### src/rtl/noc_pkg.sv
// Shared NoC payload layout and statistics widths for traffic generators and checkers.
package noc_pkg;

    localparam int unsigned SRC_LSB     = 0;
    localparam int unsigned SRC_W       = 16;
    localparam int unsigned SEQ_LSB     = 16;
    localparam int unsigned SEQ_W       = 32;
    localparam int unsigned TS_LSB      = 48;
    localparam int unsigned TS_W        = 32;
    localparam int unsigned PAYLOAD_MIN = 80;

    localparam int unsigned RX_CNT_W    = 32;
    localparam int unsigned ERR_CNT_W   = 16;
    localparam int unsigned LAT_W       = 32;
    localparam int unsigned LAT_SUM_W   = 48;

    // Header fields at the bottom of the payload, src in the LSBs.
    typedef struct packed {
        logic [TS_W-1:0]  ts;
        logic [SEQ_W-1:0] seq;
        logic [SRC_W-1:0] src;
    } flit_hdr_t;

    function automatic logic [ERR_CNT_W-1:0] err_inc(input logic [ERR_CNT_W-1:0] c);
        return (c == '1) ? c : c + ERR_CNT_W'(1);
    endfunction

endpackage

### src/rtl/pe_traffic_checker_seq_tracker.sv
// Per-source expected-sequence table with registered lookup and same-source write bypass.
module seq_tracker
    import noc_pkg::*;
#(
    parameter int unsigned NSRC = 15
) (
    input  logic             clk,
    input  logic             rst,
    input  logic             clear,
    input  logic [SRC_W-1:0] lk_src,
    input  logic             s1_valid,
    input  logic             s1_addr_ok,
    input  logic [SRC_W-1:0] s1_src,
    input  logic [SEQ_W-1:0] s1_seq,
    output logic             seq_valid,
    output logic             seq_ok
);

    localparam int unsigned IDX_W = (NSRC > 1) ? $clog2(NSRC) : 1;

    logic [SEQ_W-1:0] seq_tbl [NSRC];
    logic [SEQ_W-1:0] exp_q;
    logic [SEQ_W-1:0] wr_data;
    logic [SEQ_W-1:0] lk_data;
    logic [IDX_W-1:0] wr_idx;
    logic [IDX_W-1:0] lk_idx;
    logic             wr_en;
    logic             lk_in_range;
    logic             lk_hit;

    assign wr_en       = s1_valid && s1_addr_ok;
    assign wr_idx      = IDX_W'(s1_src);
    assign wr_data     = s1_seq + SEQ_W'(1);
    assign lk_idx      = IDX_W'(lk_src);
    assign lk_in_range = (lk_src < SRC_W'(NSRC));
    assign lk_data     = lk_in_range ? seq_tbl[lk_idx] : '0;
    // The entry being written this cycle is not yet in the table; forward it.
    assign lk_hit      = wr_en && (s1_src == lk_src);

    always_ff @(posedge clk) begin
        if (rst || clear) begin
            for (int i = 0; i < int'(NSRC); i++) begin
                seq_tbl[i] <= '0;
            end
            exp_q <= '0;
        end else begin
            if (wr_en) begin
                seq_tbl[wr_idx] <= wr_data;
            end
            exp_q <= lk_hit ? wr_data : lk_data;
        end
    end

    assign seq_valid = s1_valid && s1_addr_ok;
    assign seq_ok    = seq_valid && (s1_seq == exp_q);

endmodule

### config.mk
export PLATFORM = sky130hd
export DESIGN_NAME = seq_tracker
export DESIGN_NICKNAME = d
export VERILOG_FILES = /design/src/rtl/noc_pkg.sv /design/src/rtl/pe_traffic_checker_seq_tracker.sv
export SDC_FILE = /design/constraint.sdc
export NUM_CORES = 1
export LEC_CHECK = 0
export BUFFER_PORTS_ARGS = -buffer_cell sky130_fd_sc_hd__buf_2
export CAP_MARGIN = 20
export CORE_ASPECT_RATIO = 1.25
export CORE_MARGIN = 2
export CORE_UTILIZATION = 55
export CTS_CLUSTER_SIZE = 28
export DETAILED_ROUTE_END_ITERATION = 10
export GPL_TIMING_DRIVEN = 0
export PLACE_DENSITY = 0.75
export SLEW_MARGIN = 10
export SYNTH_ARGS = -nofsm -noshare
export SYNTH_HDL_FRONTEND = slang
export SYNTH_SLANG_ARGS = --single-unit
### constraint.sdc
create_clock -name clk -period 2.8 [get_ports clk]
set_clock_uncertainty 0.05 [all_clocks]
set_input_delay 0.42 -clock clk [delete_from_list [all_inputs] [get_ports clk]]
set_output_delay 0.42 -clock clk [all_outputs]
set_load 0.1 [all_outputs]
==> results_dict.tcl <==
set metrics [dict create \
    result_of_the_run "finished with violations" \
    failing_checks "negative setup slack" \
    ratio_of_total_power_to_cell_area_mw_per_mm2 660 \
    postPlaceCellArea_mm2 0.0254 \
    cts-buffers-inserted 50 \
    std_cell_rows 85 \
    initial_drt_pass_iterations 8 \
    postLayoutCoreUtil_pct 63.5 \
    tritoncts_num_sinks 544 \
    floorplan.die.width_um 191 \
    worstHoldPathType "input pin to flop" \
    grt_pass1_wl_mm 107 \
    worstSetupEndpointType "output port" \
    critPathBufInv 1 \
    finalHoldViolCount 0 \
    cts_post_setup_buffers_inserted 0 \
    cts-root-to-sink-buffers 3 \
    die_area_mm2 0.0452 \
    max_slew_margin_pct 22.9 \
    routed_wirelength_mm 75.4 \
    reg_to_reg_startpoint "seq_tbl[15][20]" \
    number_of_antenna_violating_nets_in_the_routed_design 0 \
    avgSynthCellArea_um2 13.8 \
    initial_core_utilization_pct 55.6 \
    detailedPlacementHpwl_mm 50.4 \
    critical_path_cell_count 6 \
    initial_antenna_violation_count 6 \
    critical_path.most_common_cell "sky130_fd_sc_hd__nand4_1" \
    worst_hold_path.endpoint "seq_tbl[15][1]" \
    fp.coreArea_mm2 0.0431 \
    timing.critical_path.arrival_ps 2440 \
    synth.distinct_cells 47 \
    root_buf_cell "sky130_fd_sc_hd__clkbuf_16" \
    wl_per_cell_um 30.5 \
    area_added_between_synthesis_and_finish_pct 14.2 \
    leakagePower_uw 0.0104 \
    cts_tree "yes" \
    final_min_period_over_clock_period_pct 104 \
    filler_cell_count 3181 \
    worst_hold_path_cells 2 \
    worst_r2r_path_depth 4 \
    grt_start_max_net_pins 33 \
    critical_path.max_fanout 1 \
    grt.total_usage_pct 33.8 \
    height_of_the_chip_um 237 \
    drt_iter0_drc 2598 \
    io_buffers 65 \
    fin_ws_ps -106 \
    final_design_area_no_fill_mm2 0.0273 \
    start_kind "flop" \
    ys_seq_area_share_pct 66.9 \
    dr_total_vias 16400 \
    critPathTopFamily "simple AND/OR/NAND/NOR gates" \
    yosys_warnings 0 \
    fraction_of_layout_instances_using_a_drive_strength_above_1_pct 17.9 \
    via_per_inst 6.64 \
    htree_levels 2 \
    setup_violations 18 \
    maxCapViolations 0 \
    final_nets 1934 \
    grt_pass1_vias 16400 \
    reg2reg_setup_slack_ps 880 \
    worst_r2r_endpoint "exp_q[20]" \
    synth_seq_cells 544 \
    crit_slowest_cell "sky130_fd_sc_hd__nor4_4" \
    gp_congestion 0.981 \
    critical_path_required_ps 2330 \
    rsz0062_at_grt "yes" \
    syn_area_mm2 0.0239 \
    worst_setup_path_type "flop to output port" \
    insertion_delay_ps 600 \
    syn_nets 1803 \
    netlist_instances 1733 \
    worst_setup_hold_path_clk_slew_ps 60 \
    crit_chain "xnor2_1, nand4_1, nor4_1, nand4_1, nor4_4, buf_6" \
    maxClockFrequency_mhz 344 \
    grt_overflow 0 \
    report.final.slew_viol_count 0 \
    critPathMaxStageDelay_ps 330 \
    worstMarginPinSlew_ps 1160 \
    drcViolationCount 0 \
    vdd_drop_max_uv 450 \
    post-route-min-period_ps 2910 \
    worstHoldStart "s1_seq[0]" \
    design.portCount 71 \
]
==> what timing repair did <==
action / CTS / global route
pin swaps: 1 / 0
hold buffers: 0 / 0
setup endpoints to repair: 462 / 167
gates resized for setup: 32 / 24
==> registers in the layout (all words and copies together) (netlist names) <==
signal and count:
exp_q 32, seq_tbl 512
==> through the flow <==
stage,hold slack (ps),worst slack (ps),std cells,setup TNS [ps],total power [uW]
5_1_grt,211,-116,2472,-565,18400
3_5_place_dp,738,-1230,2378,-506020,10900
4_1_cts,188,-36.5,2471,-36.5,17900
6_report,195,-106,2472,-324,18000
3_3_place_gp,747,-1810,2363,-835130,10800
2_1_floorplan,588,-225,1733,-15900,10300
==> kinds of logic (layout without fill, tap and decap cells) <==
group | after synthesis | in the layout | synth area share [%]
AO/OA/AOI/OAI | 134 | 134 | 4.44
XOR/XNOR | 78 | 78 | 2.88
adder cells (fa/ha/maj) | 1 | 1 | 0.0523
buffers and inverters | 189 | 362 | 3.15
flip-flops | 544 | 544 | 66.9
multiplexers | 184 | 184 | 12.2
other | 0 | 1 | 0
AND/OR/NAND/NOR | 603 | 603 | 10.4
==> cell usage after synthesis, drive strengths merged <==
library cell,count,area [um2]
and4,4,35.0
or3b,2,17.5
o21ai,1,5.00
a221oi,1,8.76
nor2,487,1830
mux2i,94,941
and3,5,31.3
mux4,86,1940
o221ai,47,412
xor2,38,340
nor3,5,25.0
mux2,4,45.0
or4,2,18.8
o221a,2,22.5
ha,1,12.5
dfxtp,32,641
xnor2,40,350
inv,44,165
buf,32,164
nor2b,2,12.5
o22ai,32,200
nand4,24,156
a21boi,23,173
and2,1,6.26
or3,2,17.5
clkbuf,113,424
a21o,1,7.51
a41oi,1,8.76
nor4,15,106
o21a,1,7.51
nand3,14,70.1
or2,1,6.26
o31ai,1,7.51
nand2b,1,6.26
nand2,37,139
o32ai,24,210
nor3b,1,7.51
edfxtp,512,15400
==> final cells by class <==
type	count	area, um2	area share (%)
diodes	1	2.50	0.00915
plain buffers	144	607	2.22
clock buffers	78	1530	5.60
clock inverters	16	204	0.746
inverters	44	169	0.618
multi-input cells	1000	7440	27.2
flip-flops and latches	544	16000	58.6
well taps	565	707	2.59
repair buffers	80	662	2.42
==> routing by layer <==
metal / vias to the layer above / GRT usage [%] / routed length (um)
met5: - / 0 / 58
met4: 10 / 21.6 / 5350
met3: 322 / 9.17 / 9510
met2: 1336 / 53.2 / 35300
met1: 8078 / 41.6 / 25200
li1: 6661 / - / -
==> cell usage in the layout, fill, tap and decap left out, types with 23 or more instances in the layout <==
master                      count
sky130_fd_sc_hd__edfxtp_1     512
sky130_fd_sc_hd__nor2_1       485
sky130_fd_sc_hd__clkbuf_1     114
sky130_fd_sc_hd__mux2i_1       94
sky130_fd_sc_hd__buf_2         90
sky130_fd_sc_hd__mux4_2        86
sky130_fd_sc_hd__clkbuf_16     53
sky130_fd_sc_hd__o221ai_1      47
sky130_fd_sc_hd__inv_1         42
sky130_fd_sc_hd__xnor2_1       36
sky130_fd_sc_hd__o22ai_1       32
sky130_fd_sc_hd__dfxtp_1       30
sky130_fd_sc_hd__xor2_1        27
sky130_fd_sc_hd__o32ai_1       24
sky130_fd_sc_hd__nand4_1       23
sky130_fd_sc_hd__a21boi_0      23
==> power breakdown <==
| group | switching, uW | internal, uW |
|---|---|---|
| Sequential | 102 | 9240 |
| Clock | 3030 | 4210 |
| Combinational | 964 | 491 |
==> how the worst max path moves through the flow <==
| stage | start | to |
|---|---|---|
| after detailed placement | clear | seq_tbl[7][7] |
| after CTS | exp_q[3] | seq_ok |
| after global placement | clear | seq_tbl[0][9] |
| final | exp_q[25] | seq_ok |
| after global routing | exp_q[27] | seq_ok |
| after floorplan | s1_valid | seq_tbl[9][0] |
Power figures use the tool's default switching activity.
